### src/rtl/cla_pipe_adder_pkg.sv
// Shared constants and lookahead helpers for the pipelined carry-lookahead adder.
// The group-carry function builds each carry as a flat sum of products over group P/G.
package cla_pkg;

    localparam int   GRP_W   = 4;
    localparam int   MAX_GRP = 16;
    localparam logic OP_ADD  = 1'b0;
    localparam logic OP_SUB  = 1'b1;

    function automatic logic grp_p(input logic [GRP_W-1:0] a, input logic [GRP_W-1:0] b);
        return &(a ^ b);
    endfunction

    function automatic logic grp_g(input logic [GRP_W-1:0] a, input logic [GRP_W-1:0] b);
        logic [GRP_W-1:0] p;
        logic [GRP_W-1:0] g;
        p = a ^ b;
        g = a & b;
        return g[3] | (p[3] & g[2]) | (p[3] & p[2] & g[1]) | (p[3] & p[2] & p[1] & g[0]);
    endfunction

    // Carry into group n: cin propagated through all lower groups, OR any lower
    // group's generate propagated through the groups above it. No group-to-group ripple.
    function automatic logic grp_carry(input logic [MAX_GRP-1:0] pg,
                                       input logic [MAX_GRP-1:0] gg,
                                       input logic               cin,
                                       input int                 n);
        logic c;
        logic term;
        c = cin;
        for (int k = 0; k < n; k++) c &= pg[k];
        for (int j = 0; j < n; j++) begin
            term = gg[j];
            for (int k = j + 1; k < n; k++) term &= pg[k];
            c |= term;
        end
        return c;
    endfunction

endpackage

### src/rtl/cla_pipe_adder_if.sv
// Operand/result streaming interface of the pipelined adder.
interface cla_pipe_adder_if #(
    parameter int WIDTH = 16
);
    logic             in_valid;
    logic             in_ready;
    logic [WIDTH-1:0] A;
    logic [WIDTH-1:0] B;
    logic             C0;
    logic             sub;
    logic             out_valid;
    logic             out_ready;
    logic [WIDTH-1:0] S;
    logic             C4;
    logic             ovf;
    logic             zero;

    modport slave (
        input  in_valid, A, B, C0, sub, out_ready,
        output in_ready, out_valid, S, C4, ovf, zero
    );

    modport master (
        output in_valid, A, B, C0, sub, out_ready,
        input  in_ready, out_valid, S, C4, ovf, zero
    );
endinterface

### src/rtl/cla4_group.sv
// 4-bit carry-lookahead group: local sum from a group carry-in, plus group P/G.
module cla4_group
    import cla_pkg::*;
(
    input  logic [GRP_W-1:0] a,
    input  logic [GRP_W-1:0] b,
    input  logic             cin,
    output logic [GRP_W-1:0] sum,
    output logic             pg,
    output logic             gg
);
    logic [GRP_W-1:0] p;
    logic [GRP_W-1:0] g;
    logic [GRP_W-1:0] c;

    assign p = a ^ b;
    assign g = a & b;

    assign c[0] = cin;
    assign c[1] = g[0] | (p[0] & cin);
    assign c[2] = g[1] | (p[1] & g[0]) | (p[1] & p[0] & cin);
    assign c[3] = g[2] | (p[2] & g[1]) | (p[2] & p[1] & g[0]) | (p[2] & p[1] & p[0] & cin);

    assign sum = p ^ c;
    assign pg  = grp_p(a, b);
    assign gg  = grp_g(a, b);
endmodule

### src/rtl/cla_pipe_adder.sv
// Two-stage pipelined CLA adder/subtractor: stage 1 registers operands and group P/G,
// stage 2 resolves group carries in one lookahead level and registers the result.
module cla_pipe_adder
    import cla_pkg::*;
#(
    parameter int WIDTH = 16
) (
    input  logic            clk,
    input  logic            rst,
    cla_pipe_adder_if.slave bus
);
    localparam int NGRP = WIDTH / GRP_W;
    localparam int MSB  = WIDTH - 1;

    if ((WIDTH % GRP_W) != 0 || WIDTH < 4 || WIDTH > 64) begin : g_bad_width
        $error("cla_pipe_adder: WIDTH must be a multiple of 4 within 4..64");
    end

    logic [WIDTH-1:0] b_eff;
    logic             cin_eff;
    logic [NGRP-1:0]  pg_in;
    logic [NGRP-1:0]  gg_in;

    assign b_eff   = (bus.sub == OP_SUB) ? ~bus.B : bus.B;
    assign cin_eff = (bus.sub == OP_SUB) ? 1'b1 : bus.C0;

    for (genvar gi = 0; gi < NGRP; gi++) begin : g_pg
        assign pg_in[gi] = grp_p(bus.A[gi*GRP_W +: GRP_W], b_eff[gi*GRP_W +: GRP_W]);
        assign gg_in[gi] = grp_g(bus.A[gi*GRP_W +: GRP_W], b_eff[gi*GRP_W +: GRP_W]);
    end

    logic             v1, v2;
    logic [WIDTH-1:0] a1, b1;
    logic             c1;
    logic [NGRP-1:0]  pg1, gg1;
    logic [WIDTH-1:0] s_q;
    logic             c4_q, ovf_q, zero_q;

    logic in_ready, load1, load2, drain;

    // in_ready looks only at pipeline state and out_ready, never at in_valid.
    assign in_ready = ~v1 | ~v2 | bus.out_ready;
    assign load1    = bus.in_valid & in_ready;
    assign load2    = v1 & (~v2 | bus.out_ready);
    assign drain    = v2 & bus.out_ready;

    logic [MAX_GRP-1:0] pg_pad, gg_pad;
    logic [NGRP:0]      gc;
    logic [WIDTH-1:0]   sum2;
    logic [NGRP-1:0]    pg2, gg2;
    logic               unused_grp;

    assign pg_pad = MAX_GRP'(pg1);
    assign gg_pad = MAX_GRP'(gg1);

    for (genvar gi = 0; gi <= NGRP; gi++) begin : g_carry
        assign gc[gi] = grp_carry(pg_pad, gg_pad, c1, gi);
    end

    for (genvar gi = 0; gi < NGRP; gi++) begin : g_grp
        cla4_group u_grp (
            .a   (a1[gi*GRP_W +: GRP_W]),
            .b   (b1[gi*GRP_W +: GRP_W]),
            .cin (gc[gi]),
            .sum (sum2[gi*GRP_W +: GRP_W]),
            .pg  (pg2[gi]),
            .gg  (gg2[gi])
        );
    end

    // Group P/G were already captured in stage 1; the instance copies are redundant.
    assign unused_grp = ^{pg2, gg2};

    always_ff @(posedge clk) begin
        if (rst) begin
            v1     <= 1'b0;
            v2     <= 1'b0;
            a1     <= '0;
            b1     <= '0;
            c1     <= 1'b0;
            pg1    <= '0;
            gg1    <= '0;
            s_q    <= '0;
            c4_q   <= 1'b0;
            ovf_q  <= 1'b0;
            zero_q <= 1'b0;
        end else begin
            if (load1) begin
                a1  <= bus.A;
                b1  <= b_eff;
                c1  <= cin_eff;
                pg1 <= pg_in;
                gg1 <= gg_in;
            end
            v1 <= load1 | (v1 & ~load2);
            if (load2) begin
                s_q    <= sum2;
                c4_q   <= gc[NGRP];
                ovf_q  <= (a1[MSB] == b1[MSB]) && (sum2[MSB] != a1[MSB]);
                zero_q <= (sum2 == '0);
            end
            v2 <= load2 | (v2 & ~drain);
        end
    end

    assign bus.in_ready  = in_ready;
    assign bus.out_valid = v2;
    assign bus.S         = s_q;
    assign bus.C4        = c4_q;
    assign bus.ovf       = ovf_q;
    assign bus.zero      = zero_q;
endmodule

### src/flat_wrapper.sv
// flat-port wrapper written by rule: the top's interface ports become plain ports
module cla_pipe_adder_flat import cla_pkg::*;
#(
    parameter int WIDTH = 16
)
  (clk, rst, bus_in_valid, bus_A, bus_B, bus_C0, bus_sub, bus_out_ready, bus_in_ready, bus_out_valid, bus_S, bus_C4, bus_ovf, bus_zero);
  cla_pipe_adder_if #(.WIDTH(WIDTH)) bus_i ();
  input  logic clk;
  input  logic rst;
  input wire logic [$bits(bus_i.in_valid)-1:0] bus_in_valid;
  input wire logic [$bits(bus_i.A)-1:0] bus_A;
  input wire logic [$bits(bus_i.B)-1:0] bus_B;
  input wire logic [$bits(bus_i.C0)-1:0] bus_C0;
  input wire logic [$bits(bus_i.sub)-1:0] bus_sub;
  input wire logic [$bits(bus_i.out_ready)-1:0] bus_out_ready;
  output wire logic [$bits(bus_i.in_ready)-1:0] bus_in_ready;
  output wire logic [$bits(bus_i.out_valid)-1:0] bus_out_valid;
  output wire logic [$bits(bus_i.S)-1:0] bus_S;
  output wire logic [$bits(bus_i.C4)-1:0] bus_C4;
  output wire logic [$bits(bus_i.ovf)-1:0] bus_ovf;
  output wire logic [$bits(bus_i.zero)-1:0] bus_zero;
  assign bus_i.in_valid = bus_in_valid;
  assign bus_i.A = bus_A;
  assign bus_i.B = bus_B;
  assign bus_i.C0 = bus_C0;
  assign bus_i.sub = bus_sub;
  assign bus_i.out_ready = bus_out_ready;
  assign bus_in_ready = bus_i.in_ready;
  assign bus_out_valid = bus_i.out_valid;
  assign bus_S = bus_i.S;
  assign bus_C4 = bus_i.C4;
  assign bus_ovf = bus_i.ovf;
  assign bus_zero = bus_i.zero;
  cla_pipe_adder #(.WIDTH(WIDTH)) u_core (.clk(clk), .rst(rst), .bus(bus_i));
endmodule
### config.mk
export PLATFORM = sky130hd
export DESIGN_NAME = cla_pipe_adder_flat
export DESIGN_NICKNAME = d
export VERILOG_FILES = /design/src/rtl/cla_pipe_adder_pkg.sv /design/src/rtl/cla_pipe_adder_if.sv /design/src/rtl/cla4_group.sv /design/src/rtl/cla_pipe_adder.sv /design/src/flat_wrapper.sv
export SDC_FILE = /design/constraint.sdc
export NUM_CORES = 1
export LEC_CHECK = 0
export BUFFER_PORTS_ARGS = -buffer_cell sky130_fd_sc_hd__buf_2
export CORE_MARGIN = 10
export CORE_UTILIZATION = 55
export CTS_CLUSTER_DIAMETER = 60
export DETAILED_ROUTE_END_ITERATION = 7
export PLACE_DENSITY = 0.9
export SYNTH_ARGS = -nofsm -noshare
export SYNTH_HDL_FRONTEND = slang
export SYNTH_SLANG_ARGS = --single-unit
### constraint.sdc
create_clock -name clk -period 2.45 [get_ports clk]
set_input_delay 0.1225 -clock clk [delete_from_list [all_inputs] [get_ports clk]]
set_output_delay 0.1225 -clock clk [all_outputs]
set_load 0.01 [all_outputs]
[Word-level counts from Yosys, hierarchy flattened]
Cells that the tools add are included.
Word-level totals
  output and inout bits: 21
  word-level logic and storage cells: 168
  input bits: 38
  flip-flop bits (word level): 62
Cells by class
  reduce and logical (&&, ||, !) cells: 6
  equality and inequality tests: 2
  muxes and demuxes: 2
  bitwise logic cells: 147
Operator list (number)
  1-bit bitwise AND: 71
  1-bit bitwise OR: 51
  4-bit bitwise XOR: 12
  4-bit bitwise AND: 4
  16-bit logical NOT: 1
  16-bit two-way mux: 1
  16-bit NOT: 1
  4-bit AND reduction: 4
  3-bit bitwise AND: 4
  1-bit NOT: 4
  1-bit equality test: 1
  1-bit logical AND: 1
  1-bit two-way mux: 1
  1-bit inequality test: 1

[Longest topological paths before layout]
  depth in word-level cells: 11
  gate-level depth with buffers: 9

[By module]
A second synthesis with hierarchy kept.
Unflattened totals
  cells, all modules: 418
  area total of the unflattened synthesis: 3684.8 sq um
Modules (own cells, without submodules)
  cla_pipe_adder: area an instance 2954.1 sq um, sequential area each 1241.2 sq um, times used 1, cells an instance 330
  cla4_group: area an instance 182.7 sq um, sequential area each 0.0 sq um, times used 4, cells an instance 22

[Worst setup path before layout]
Ideal clock, no wire load.
  path type: flip-flop to flip-flop
  start point: reg u_core.c1
  end point: reg u_core.zero_q, in the netlist u_core.bus.zero
  slack: 0.207 ns
  data arrival time: 2.159 ns
  cell stages (with the launch flop): 10
  path buffers: 0
  cells stage by stage: dfxtp_1 -> a211oi_2 -> o21bai_1 -> fa_1 -> xor2_1 -> nor3b_1 -> nand4_1 -> a211oi_2 -> nand4b_1 -> o31ai_2
Between the ends
  word-level cells in the longest chain between the ends: 10
  elaborated cells on any way between the ends: 38
  those cells by class: bitwise: 37; reduce/logical: 1
RTL lines
  start: declaration: line cla_pipe_adder.sv:34  | logic c1;
  start signal: assignment: line cla_pipe_adder.sv:91  | c1 <= cin_eff;
  1-bit bitwise AND (3 in a row): line cla_pipe_adder_pkg.sv:31  | for (int k = 0; k < n; k++) c &= pg[k];
  1-bit bitwise OR (3 in a row): line cla_pipe_adder_pkg.sv:35  | c |= term;
  1-bit bitwise AND (on tied branches): line cla4_group.sv:20, cla4_group.sv:21, cla4_group.sv:22
  1-bit bitwise OR (on tied branches): line cla4_group.sv:20, cla4_group.sv:21, cla4_group.sv:22
  4-bit bitwise XOR: line cla4_group.sv:24  | assign sum = p ^ c;
  16-bit logical NOT (*): line cla_pipe_adder.sv:100  | zero_q <= (sum2 == '0);
  end signal: assignment: line cla_pipe_adder.sv:100
  end: declaration: line cla_pipe_adder.sv:37  | logic c4_q, ovf_q, zero_q;
Every way passes the cells marked *; elsewhere a longest branch is shown, timed or not.
A chain may end at the register's enable or synchronous reset.

[Final worst setup path]
Ends and elaborated chain as after synthesis.

==> impl_metrics.sql <==
INSERT INTO impl_metrics (metric_group, metric, value, unit) VALUES
('outcome', 'status', 'finished, final reports clean', ''),
('cts', 'hold_buffer_count_at_cts', '0', ''),
('cts', 'htree_num_levels', '3', ''),
('timing', 'finClkSkew', '0.006719', 'ns'),
('power_and_ir_drop', 'max-vdd-ir-drop', '430.2', 'uV'),
('worst_setup_path', 'crit_path_max_incr_delay', '0.35', 'ns'),
('layout', 'nNetsFinal', '515', ''),
('detailed_routing', 'detailedRoute.firstIterationViolations', '255', ''),
('floorplan', 'rows', '27', ''),
('grt', 'grt_first_pass_wirelength', '12280', 'microns'),
('flow_run', 'max_cap_violations', '0', ''),
('timing', 'finalHoldViolations', '0', ''),
('placement', 'place.gp.congestion', '0.8681', ''),
('layout', 'filler_cell_count', '433', ''),
('placement', 'detailedPlace.worstSlack', '0.02676', 'ns'),
('cts', 'cts_tree', 'done', ''),
('power_and_ir_drop', 'power_leakage', '1.710', 'nW'),
('worst_setup_path', 'slowest_stage', 'sky130_fd_sc_hd__fa_2', ''),
('grt', 'groute.usage.overall', '16.68', '%'),
('floorplan', 'placeableCoreArea', '5574', 'sq um'),
('floorplan', 'die_area', '9268', 'sq um'),
('worst_setup_path', 'critPathRequiredTime', '2.72', 'ns'),
('cts', 'clock_sink_count', '62', ''),
('placement', 'place.detailed.hpwl', '5704', 'microns'),
('power_and_ir_drop', 'pwr_density_cell', '642.9', 'nW/um^2'),
('cts', 'cts_buffer_depth', '2', ''),
('detailed_routing', 'dr_vias', '2905', ''),
('worst_setup_path', 'path_max_fanout', '3', ''),
('grt', 'number_of_antenna_violations_at_the_first_check_in_global_routing', '0', ''),
('grt', 'vias_in_the_first_global_route', '2777', ''),
('layout', 'register_area', '1245', 'sq um'),
('synth', 'synthesis.nets', '460', ''),
('layout', 'synthToLayoutAreaGrowth', '18.26', '%'),
('floorplan', 'io_pins', '59', ''),
('floorplan', 'die-width', '96.27', 'microns'),
('cts', 'cts_made_buffers', '9', ''),
('synth', 'ys_ff_latch', '62', ''),
('grt', 'globalRouteOverflowTotal', '0', ''),
('grt', 'grt_max_degree', '46', ''),
('timing', 'timing.slew.headroom', '17.95', '%'),
('hold_path', 'min-delay-path-class', 'in2reg', ''),
('detailed_routing', 'avgRoutedWirePerCell', '14.76', 'microns'),
('layout', 'stdcell_area', '3784', 'sq um'),
('cts', 'clk-insertion-delay-late', '0.34', 'ns'),
('timing', 'worst_tran_pin_value', '1.231', 'ns'),
('synth', 'synthesis.instances', '390', ''),
('cts', 'clk_pin_slew', '0.07', 'ns'),
('timing', 'post-route-worst-setup-slack', '0.03358', 'ns'),
('detailed_routing', 'first_pass_iters', '6', ''),
('synth', 'synth_sequential_area_ratio', '38.80', '%'),
('detailed_routing', 'drcViolationCount', '0', ''),
('synth', 'synth-warning-count', '0', ''),
('worst_setup_path', 'cp-start-kind', 'flop', ''),
('synth', 'synth.cell_area', '3199', 'sq um'),
('detailed_routing', 'avgViaCountPerCell', '5.565', ''),
('timing', 'post-route-min-period', '2.416', 'ns'),
('synth', 'unique_masters_post_synth', '33', ''),
('placement', 'portBuffers', '58', ''),
('timing', 'final_min_period_over_clock_period', '98.63', '%'),
('worst_setup_path', 'cp_cell_sequence', 'a211oi_4 > buf_4 > nor2_2 > fa_2 > xor2_2 > nor3_1 > nand4_1 > a211oi_2 > nand4b_1 > o31ai_2', ''),
('cts', 'clock-root-buffer', 'sky130_fd_sc_hd__clkbuf_8', ''),
('layout', 'multi_input_comb_area', '1903', 'sq um'),
('power_and_ir_drop', 'fin_total_pwr', '2.432', 'mW'),
('timing', 'drv_slew', '0', ''),
('detailed_routing', 'totalWireLength', '7704', 'microns'),
('synth', 'synthesis.area_per_instance', '8.203', 'sq um'),
('worst_setup_path', 'critical_path.endpoint_type', 'flop', ''),
('worst_setup_path', 'worst-setup-path-type', 'reg2reg', ''),
('worst_setup_path', 'critPathArrivalTime', '2.68', 'ns'),
('floorplan', 'floorplan.initialDensity', '57.40', '%'),
('layout', 'layout-drive-gt1-share', '20.89', '%'),
('floorplan', 'fp.dieH', '96.27', 'microns'),
('placement', 'placed_cell_area', '3540', 'sq um'),
('detailed_routing', 'drt.antenna.violating_nets', '0', ''),
('layout', 'ant_cells', '0', ''),
('timing', 'setup_viol', '0', ''),
('timing', 'highest_clock_frequency_the_design_can_meet', '413.8', 'MHz');
## report_power, final
group	leakage [nW]	internal (mW)	switching [mW]
combinational	1.10	0.205	0.278
clock	0.0954	0.446	0.381
sequential	0.511	1.07	0.0477
## worst max-delay path, delay by kind of cell, from the launching register on
kind,cells,cell delay (ns)
and+or+nand+nor,4,0.49
DFF,1,0.34
xor gates and xnor gates,1,0.18
adders and majority gates,1,0.35
AOI/OAI and AO/OA,3,0.78
buffers and inverters,1,0.18
## synth_stat cells
cell | instances | area share (%)
sky130_fd_sc_hd__nor2_1 | 38 | 4.5
sky130_fd_sc_hd__nor3_1 | 15 | 2.3
sky130_fd_sc_hd__nor2b_1 | 8 | 1.6
sky130_fd_sc_hd__clkbuf_1 | 17 | 2.0
sky130_fd_sc_hd__nand2b_1 | 1 | 0.20
sky130_fd_sc_hd__o21bai_1 | 4 | 0.94
sky130_fd_sc_hd__o21ai_0 | 10 | 1.6
sky130_fd_sc_hd__nand4_1 | 5 | 0.98
sky130_fd_sc_hd__a211oi_1 | 9 | 2.1
sky130_fd_sc_hd__and3_1 | 1 | 0.20
sky130_fd_sc_hd__and3b_1 | 1 | 0.27
sky130_fd_sc_hd__and2_1 | 1 | 0.20
sky130_fd_sc_hd__a211o_1 | 1 | 0.27
sky130_fd_sc_hd__a21o_2 | 2 | 0.55
sky130_fd_sc_hd__inv_1 | 1 | 0.12
sky130_fd_sc_hd__ha_1 | 28 | 11
sky130_fd_sc_hd__nand4b_1 | 1 | 0.27
sky130_fd_sc_hd__nor3b_1 | 1 | 0.23
sky130_fd_sc_hd__a31oi_1 | 1 | 0.20
sky130_fd_sc_hd__xor2_1 | 25 | 6.8
sky130_fd_sc_hd__o21a_1 | 1 | 0.23
sky130_fd_sc_hd__buf_1 | 1 | 0.12
sky130_fd_sc_hd__buf_2 | 3 | 0.47
sky130_fd_sc_hd__dfxtp_1 | 62 | 39
sky130_fd_sc_hd__a21oi_1 | 53 | 8.3
sky130_fd_sc_hd__a311oi_1 | 1 | 0.27
sky130_fd_sc_hd__nand2_1 | 84 | 9.9
sky130_fd_sc_hd__o31ai_2 | 1 | 0.39
sky130_fd_sc_hd__a211oi_2 | 2 | 0.78
sky130_fd_sc_hd__xnor2_1 | 6 | 1.6
sky130_fd_sc_hd__fa_1 | 4 | 2.5
sky130_fd_sc_hd__nand3_1 | 1 | 0.16
sky130_fd_sc_hd__nand3b_1 | 1 | 0.23
## layout make-up
class | instances | share of cell area [%]
well taps | 72 | 2.381
flip-flops and latches | 62 | 32.90
repair buffers | 65 | 9.392
clock inverters | 3 | 0.4630
multi-input cells | 306 | 50.30
inverters | 1 | 0.09921
clock buffers | 13 | 4.464
## cell families after synthesis
logic type,Yosys count,synth area share [%]
adders and majority gates,32,13.45
AOI/OAI and AO/OA,85,15.60
xor gates and xnor gates,31,8.486
DFF,62,38.80
and+or+nand+nor,158,20.96
buffers and inverters,22,2.698
## registers in the layout, indices dropped and copies added (netlist names)
| signal | count |
|---|---|
| u_core.bus.C4 | 1 |
| u_core.pg1 | 4 |
| u_core.bus.zero | 1 |
| u_core.bus.out_valid | 1 |
| u_core.gg1 | 4 |
| u_core.v1 | 1 |
| u_core.b1 | 16 |
| u_core.a1 | 16 |
| u_core.c1 | 1 |
| u_core.bus.S | 16 |
| u_core.bus.ovf | 1 |
## worst paths after layout
kind,start,to,slack (ns),depth (start not counted)
worst min register to register,u_core.bus.S[2],u_core.bus.S[2],0.45,2
worst min-delay path,bus_in_valid,u_core.v1,0.02,3
worst max-delay path,u_core.c1,u_core.bus.zero,0.03,10
worst max register to register,u_core.c1,u_core.bus.zero,0.03,10
## metrics by stage
stage               utilization (%)  hold slack, ns  instances   TNS, ns
floorplan                         -          0.2399        390         0
finish                        67.88         0.02406        522         0
global placement              63.50          0.3539        503         0
CTS                           67.12         0.01513        521         0
global route                  67.88        0.005658        522  -0.07605
detailed placement            63.50          0.3762        503         0
## repair_timing
item	CTS	global route
cloned	0	0
setup endpoints to repair	1	1
pin swaps	1	9
gates resized for setup	0	11
setup buffers	2	1
## per-layer routing
layer | GRT usage, % | wire length, microns | vias to the layer above
li1 | - | - | 1439
met1 | 18.79 | 3142 | 1335
met2 | 28.53 | 3746 | 114
met3 | 6.304 | 710 | 17
met4 | 5.160 | 105 | 0
met5 | 0 | 0 | -
## placed cells by master (no fill, tap or decap), types with 2 or more instances in the layout
master,count
sky130_fd_sc_hd__nor2b_1,8
sky130_fd_sc_hd__ha_1,28
sky130_fd_sc_hd__a211oi_1,9
sky130_fd_sc_hd__nor2_1,37
sky130_fd_sc_hd__nand4_1,5
sky130_fd_sc_hd__clkbuf_8,12
sky130_fd_sc_hd__a21o_2,2
sky130_fd_sc_hd__dfxtp_2,3
sky130_fd_sc_hd__fa_1,2
sky130_fd_sc_hd__clkinv_2,2
sky130_fd_sc_hd__xnor2_1,6
sky130_fd_sc_hd__o21bai_1,3
sky130_fd_sc_hd__o21ai_0,9
sky130_fd_sc_hd__dfxtp_1,59
sky130_fd_sc_hd__a21oi_1,53
sky130_fd_sc_hd__nor3_1,15
sky130_fd_sc_hd__fa_2,2
sky130_fd_sc_hd__xor2_1,24
sky130_fd_sc_hd__nand2_1,84
sky130_fd_sc_hd__buf_4,6
sky130_fd_sc_hd__buf_2,58
Note: power is estimated with default switching activity, not from simulation.
